<file path="src/rtl/gshare_predictor_v2.sv">
// Fetch-stage branch predictor with a tagged direct-mapped BTB, a PHT of 2-bit
// counters and a speculative global history register. Each fetch carries its
// prediction and history checkpoint down an internal F/D/E shadow pipeline. The
// entry resolves in E, where the predictor updates its tables and repairs the
// history on a mispredict.
//
// Ports:
//   clk, reset_i       clock, asynchronous active-high reset
//   pc_f_i, op_f_i     F-stage PC and opcode
//   stall_f_i          hold F-stage instruction and GHR
//   stall_d_i          hold D shadow entry
//   flush_d_i          invalidate D shadow entry
//   flush_e_i          invalidate E shadow entry
//   nextpc_f_o         predicted next PC (combinational)
//   taken_f_o          predicted redirect (combinational)
//   pc_e_i             E-stage PC
//   target_e_i         resolved target
//   taken_e_i          resolved direction
//   mispredict_e_o     E-stage mispredict (combinational)
//   ghr_o              current speculative history (debug)
module gshare_predictor_v2 #(
    parameter int unsigned NUM_GHR_BITS    = 5,
    parameter int unsigned NUM_PHT_BITS    = 7,
    parameter int unsigned NUM_BTB_ENTRIES = 32,
    parameter int unsigned MODE            = 1
) (
    input  logic                    clk,
    input  logic                    reset_i,
    input  logic [31:0]             pc_f_i,
    input  logic [6:0]              op_f_i,
    input  logic                    stall_f_i,
    input  logic                    stall_d_i,
    input  logic                    flush_d_i,
    input  logic                    flush_e_i,
    output logic [31:0]             nextpc_f_o,
    output logic                    taken_f_o,
    input  logic [31:0]             pc_e_i,
    input  logic [31:0]             target_e_i,
    input  logic                    taken_e_i,
    output logic                    mispredict_e_o,
    output logic [NUM_GHR_BITS-1:0] ghr_o
);

    localparam int unsigned BTB_IDX_W = $clog2(NUM_BTB_ENTRIES);
    localparam int unsigned TAG_W     = 32 - BTB_IDX_W - 2;
    localparam int unsigned PHT_N     = 1 << NUM_PHT_BITS;
    localparam int unsigned G         = NUM_GHR_BITS;
    localparam int unsigned P         = NUM_PHT_BITS;

    localparam logic [6:0] OP_BRANCH = 7'd99;
    localparam logic [6:0] OP_JALR   = 7'd103;
    localparam logic [6:0] OP_JAL    = 7'd111;

    // Per-instruction prediction state carried from F down to E
    typedef struct packed {
        logic          valid;
        logic          is_b;
        logic          is_j;
        logic          pred_taken;
        logic [31:0]   pred_nextpc;
        logic [P-1:0]  pht_idx;
        logic [G-1:0]  ghr;
    } shadow_t;

    logic                 btb_valid  [NUM_BTB_ENTRIES];
    logic [TAG_W-1:0]     btb_tag    [NUM_BTB_ENTRIES];
    logic [31:0]          btb_target [NUM_BTB_ENTRIES];
    logic                 btb_is_j   [NUM_BTB_ENTRIES];
    logic                 btb_is_b   [NUM_BTB_ENTRIES];
    logic [1:0]           pht        [PHT_N];

    logic [G-1:0]         ghr_q, ghr_d;
    shadow_t              d_q, d_d, e_q, e_d, f_entry;

    logic [BTB_IDX_W-1:0] btb_idx_f, btb_idx_e;
    logic [TAG_W-1:0]     tag_f, tag_e;
    logic                 hit_f;
    logic [P-1:0]         pht_idx_f;
    logic                 pred_dir_f;
    logic                 is_b_f, is_j_f;
    logic [G-1:0]         ghr_shift_f, ghr_repair_b;
    logic                 pht_upd, btb_wr;
    logic [1:0]           pht_cur, pht_next;
    logic                 unused_pc_lsbs;

    assign unused_pc_lsbs = ^{pc_f_i[1:0], pc_e_i[1:0]};

    // F-stage lookup; reads see pre-write table contents
    assign btb_idx_f  = pc_f_i[BTB_IDX_W+1:2];
    assign tag_f      = pc_f_i[31:BTB_IDX_W+2];
    assign hit_f      = btb_valid[btb_idx_f] && (btb_tag[btb_idx_f] == tag_f);
    assign pht_idx_f  = (MODE == 1) ? (pc_f_i[P+1:2] ^ P'(ghr_q)) : pc_f_i[P+1:2];
    assign pred_dir_f = pht[pht_idx_f][1];
    assign is_b_f     = (op_f_i == OP_BRANCH);
    assign is_j_f     = (op_f_i == OP_JAL) || (op_f_i == OP_JALR);

    assign taken_f_o  = hit_f & (btb_is_j[btb_idx_f] | (btb_is_b[btb_idx_f] & pred_dir_f));
    assign nextpc_f_o = taken_f_o ? btb_target[btb_idx_f] : (pc_f_i + 32'd4);
    assign ghr_o      = ghr_q;

    // History shift/repair helpers; a 1-bit history has no older bits to keep
    generate
        if (G == 1) begin : g_ghr_one
            assign ghr_shift_f  = pred_dir_f & hit_f;
            assign ghr_repair_b = taken_e_i;
        end else begin : g_ghr_multi
            assign ghr_shift_f  = {ghr_q[G-2:0], pred_dir_f & hit_f};
            assign ghr_repair_b = {e_q.ghr[G-2:0], taken_e_i};
        end
    endgenerate

    // E-stage resolution
    assign mispredict_e_o = e_q.valid & (e_q.is_b | e_q.is_j) &
                            ((e_q.pred_taken != taken_e_i) |
                             (taken_e_i & (e_q.pred_nextpc != target_e_i)));
    assign pht_upd   = e_q.valid & e_q.is_b;
    assign btb_wr    = e_q.valid & (e_q.is_j | (e_q.is_b & taken_e_i));
    assign btb_idx_e = pc_e_i[BTB_IDX_W+1:2];
    assign tag_e     = pc_e_i[31:BTB_IDX_W+2];

    // Saturating 2-bit counter step
    always_comb begin
        pht_cur  = pht[e_q.pht_idx];
        pht_next = pht_cur;
        if (taken_e_i) begin
            if (pht_cur != 2'b11) pht_next = pht_cur + 2'd1;
        end else begin
            if (pht_cur != 2'b00) pht_next = pht_cur - 2'd1;
        end
    end

    // History next-state: mispredict repair beats the F-stage shift
    always_comb begin
        ghr_d = ghr_q;
        if (mispredict_e_o) begin
            ghr_d = e_q.is_b ? ghr_repair_b : e_q.ghr;
        end else if (is_b_f && !stall_f_i) begin
            ghr_d = ghr_shift_f;
        end
    end

    // Shadow pipeline next-state
    always_comb begin
        f_entry             = '0;
        f_entry.valid       = 1'b1;
        f_entry.is_b        = is_b_f;
        f_entry.is_j        = is_j_f;
        f_entry.pred_taken  = taken_f_o;
        f_entry.pred_nextpc = nextpc_f_o;
        f_entry.pht_idx     = pht_idx_f;
        f_entry.ghr         = ghr_q;

        d_d = d_q;
        if (mispredict_e_o || flush_d_i) begin
            d_d = '0;
        end else if (stall_d_i) begin
            d_d = d_q;
        end else if (stall_f_i) begin
            d_d = '0;
        end else begin
            d_d = f_entry;
        end

        e_d = d_q;
        if (mispredict_e_o || flush_e_i || stall_d_i) begin
            e_d = '0;
        end
    end

    // History and shadow registers
    always_ff @(posedge clk or posedge reset_i) begin
        if (reset_i) begin
            ghr_q <= '0;
            d_q   <= '0;
            e_q   <= '0;
        end else begin
            ghr_q <= ghr_d;
            d_q   <= d_d;
            e_q   <= e_d;
        end
    end

    // PHT storage, reset to weakly not-taken
    always_ff @(posedge clk or posedge reset_i) begin
        if (reset_i) begin
            for (int i = 0; i < int'(PHT_N); i++) begin
                pht[i] <= 2'b01;
            end
        end else if (pht_upd) begin
            pht[e_q.pht_idx] <= pht_next;
        end
    end

    // BTB storage; a write simply overwrites whatever occupies the slot
    always_ff @(posedge clk or posedge reset_i) begin
        if (reset_i) begin
            for (int i = 0; i < int'(NUM_BTB_ENTRIES); i++) begin
                btb_valid[i]  <= 1'b0;
                btb_tag[i]    <= '0;
                btb_target[i] <= '0;
                btb_is_j[i]   <= 1'b0;
                btb_is_b[i]   <= 1'b0;
            end
        end else if (btb_wr) begin
            btb_valid[btb_idx_e]  <= 1'b1;
            btb_tag[btb_idx_e]    <= tag_e;
            btb_target[btb_idx_e] <= target_e_i;
            btb_is_j[btb_idx_e]   <= e_q.is_j;
            btb_is_b[btb_idx_e]   <= e_q.is_b;
        end
    end

endmodule
</file>
<file path="config.mk">
export PLATFORM = sky130hd
export DESIGN_NAME = gshare_predictor_v2
export DESIGN_NICKNAME = d
export VERILOG_FILES = /design/src/rtl/gshare_predictor_v2.sv
export SDC_FILE = /design/constraint.sdc
export NUM_CORES = 2
export LEC_CHECK = 0
export CORE_MARGIN = 2
export CORE_UTILIZATION = 60
export CTS_CLUSTER_DIAMETER = 30
export DETAILED_ROUTE_END_ITERATION = 12
export GPL_TIMING_DRIVEN = 1
export PLACE_DENSITY = 0.81
export SETUP_SLACK_MARGIN = 0.05
export SYNTH_ARGS = -nofsm -noshare
export SYNTH_HDL_FRONTEND = slang
export SYNTH_SLANG_ARGS = --single-unit
export TNS_END_PERCENT = 10
</file>
<file path="constraint.sdc">
create_clock -name clk -period 129 [get_ports clk]
set_input_delay 38.7 -clock clk [delete_from_list [all_inputs] [get_ports clk]]
set_output_delay 38.7 -clock clk [all_outputs]
set_load 0.02 [all_outputs]
</file>
==> flow_metrics.tcl <==
set metrics [dict create \
    outcome "finished clean" \
    synth_edf_count 0 \
    antenna_found_initial 18 \
    die_h_um 423 \
    grt_use_met1 0.445 \
    htree_levels 5 \
    postLayoutCoreUtil 0.715 \
    rr_startpoint "e_q[5]$_DFF_PP0_" \
    root_buffer "clkbuf_16" \
    cts.sinks 2277 \
    cts_buffers 455 \
    cp-start-kind "input port" \
    core_sq_um 174000 \
    routed_wl_mm 312 \
    finalSetupTns_ns 0 \
    drtPass1Iterations 6 \
    max_clock_freq_ghz 0.0118 \
    clock_latency_ns 1.01 \
    row_count 153 \
    p_leak_nw 58.8 \
    die_x_um 423 \
    path_clk_slew_ns 0.05 \
    synth_area_leader_cell "dfrtp_1" \
    clk_path_buf_depth 4 \
    postCtsResizedCells 0 \
    peakVddDrop_mv 0.0128 \
    post-cts-setup-buffers 0 \
    synth_commonest_cells "dfrtp_1, mux2_2, mux4_2" \
    slew_viol_final 0 \
    die-area_sq_um 179000 \
    finalHoldViolations 0 \
    hold_class "reg -> reg" \
    slew_headroom 0.0573 \
    grt_max_degree 186 \
    worst_slew_pin_slew_ns 1.40 \
    path_max_fanout 62 \
    first_iter_violations 7812 \
    synthMostInstantiatedCell "dfrtp_1" \
    finalCritPeriodShare 0.659 \
    syn_inst 7298 \
    rsz0062_at_grt "no" \
    grt_use_met3 0.0872 \
    cp.arrival_ns 46.29 \
    hp-start "d_q[41]$_DFFE_PP0P_" \
    whs_ns 0.443 \
    num_vias 68500 \
    grt_pass1_wl_mm 469 \
    antenna_left 0 \
    grt_usage 0.352 \
    grt_pass1_vias 72800 \
    synthFlopType "dfrtp_1" \
    setup_viol 0 \
    gp_congestion 0.919 \
    netlist_area_sq_um 105000 \
    crit_start "pc_f_i[3]" \
    synth_top_area_frac 0.511 \
    ys_ff_latch 2277 \
    syn_area_per_cell_sq_um 14.4 \
    cp.required_ns 90.30 \
    synth_cell_types 73 \
    synth-seq-area-share 0.543 \
    cp-end-kind "output port" \
    drive_gt1_frac 0.468 \
    via_per_inst 6.77 \
    synthArstFlopShare 1.00 \
    met2_usage 0.549 \
    fin_crit_ns 84.99 \
    cap_viol_max_count 0 \
    area_growth_pct 18.3 \
    finalClockSkew_ns 0.0860 \
    grt_busiest_layer "met2" \
    ioPinCount 149 \
    power.density_nw_per_um2 16.1 \
    drc 0 \
    synth_area_leaders "dfrtp_1, mux2_2, mux4_2" \
    syn_nets 7409 \
    hpwl_mm 169 \
    avgRoutedWirePerCell_um 30.9 \
    yosysWarnings 0 \
    port_buffers 146 \
    overflow 0 \
    initial_core_util 0.605 \
    final_nets 7510 \
    critPathKind "in -> out" \
    cts_tree "yes" \
    hold_buffers 0 \
]
## state kept, by name, summed over array words and instances, names as in the netlist
register    flops
btb_is_b       32
btb_tag       800
d_q            48
e_q            48
btb_target   1024
btb_is_j       32
pht           256
ghr_o           5
btb_valid      32
## path summary, 6_finish.rpt
| kind | endpoint | slack, ns | depth (start not counted) |
|---|---|---|---|
| worst max-delay path | nextpc_f_o[7] | 44.01 | 15 |
| worst min-delay path | e_q[41]$_DFF_PP0_ | 0.44 | 1 |
| worst max register to register | pht[82]$_DFFE_PP1P_ | 122.73 | 11 |
| worst min register to register | e_q[41]$_DFF_PP0_ | 0.44 | 1 |
| max in group asynchronous | btb_target[666]$_DFFE_PP0P_ | 85.38 | 7 |
| min in group asynchronous | pht[29]$_DFFE_PP0P_ | 38.36 | 2 |
## where the power goes
group          total (mW)  internal (mW)  switching, mW
clock                1.22          0.822          0.398
sequential          0.717          0.717       0.000549
combinational      0.0730         0.0187         0.0543
total                2.01           1.56          0.453
## layout by cell type, fill, tap and decap left out, types with 32 or more instances in the layout
cell type	count
nor2_1	314
o31ai_1	54
clkdlybuf4s50_1	141
a221oi_1	32
dfstp_2	128
nand2b_1	47
nand2_1	290
buf_4	166
and2_1	58
clkbuf_16	459
clkinvlp_4	54
clkbuf_1	42
bufinv_16	68
xor2_1	54
clkbuf_8	62
mux4_2	543
o22ai_1	36
dfrtp_1	2146
xnor2_1	38
mux2_2	1915
mux2i_1	197
inv_6	32
a21oi_1	163
o21ai_0	149
a22oi_1	79
clkinv_2	71
nand3_1	39
## stage by stage
| step | power (mW) | setup WS [ns] | instance area [sq um] | cells |
|---|---|---|---|---|
| global route | 2.06 | 44.00 | 124000 | 10100 |
| CTS | 2.01 | 44.56 | 124000 | 10100 |
| floorplan | 0.776 | 26.17 | 105000 | 7298 |
| finish | 2.01 | 44.01 | 124000 | 10100 |
| detailed placement | 0.800 | 44.76 | 108000 | 9267 |
| global placement | 0.799 | 44.76 | 108000 | 9267 |
## final cells by class
type                       count  area, sq um
sequential                  2277        57100
fill                       10200        49500
multi-input combinational   4332        45500
clock buffer                 563        12500
clock inverter               266         3520
tap                         2325         2910
timing repair buffer         316         2820
inverter                      17         78.8
antenna                       19         47.5
## metal layers
layer | routed length, um | up-vias
met1 | 114000 | 36300
met2 | 148000 | 3746
li1 | - | 27300
met5 | 59 | -
met4 | 21200 | 8
met3 | 28800 | 1149
## cell families after synthesis
kind of cell               synth area share
buffers and inverters                0.0284
xor gates and xnor gates            0.00800
muxes                                 0.340
and+or+nand+nor                      0.0390
DFF                                   0.543
AOI/OAI and AO/OA                    0.0412
adders and majority gates          0.000119
## critical path: stages
cell and delay (ns):
buf_8 0.38, buf_4 0.66, buf_4 0.62, buf_4 0.68, mux4_2 0.60, nor2b_1 0.16, a211oi_1 0.49, or4_1 0.29
xor2_1 0.17, nand2_1 0.08, nor4_2 0.68, nand4_4 0.14, buf_4 0.45, mux2i_1 1.14, clkdlybuf4s50_1 0.80
No activity file was read; power rests on OpenSTA's default activity.
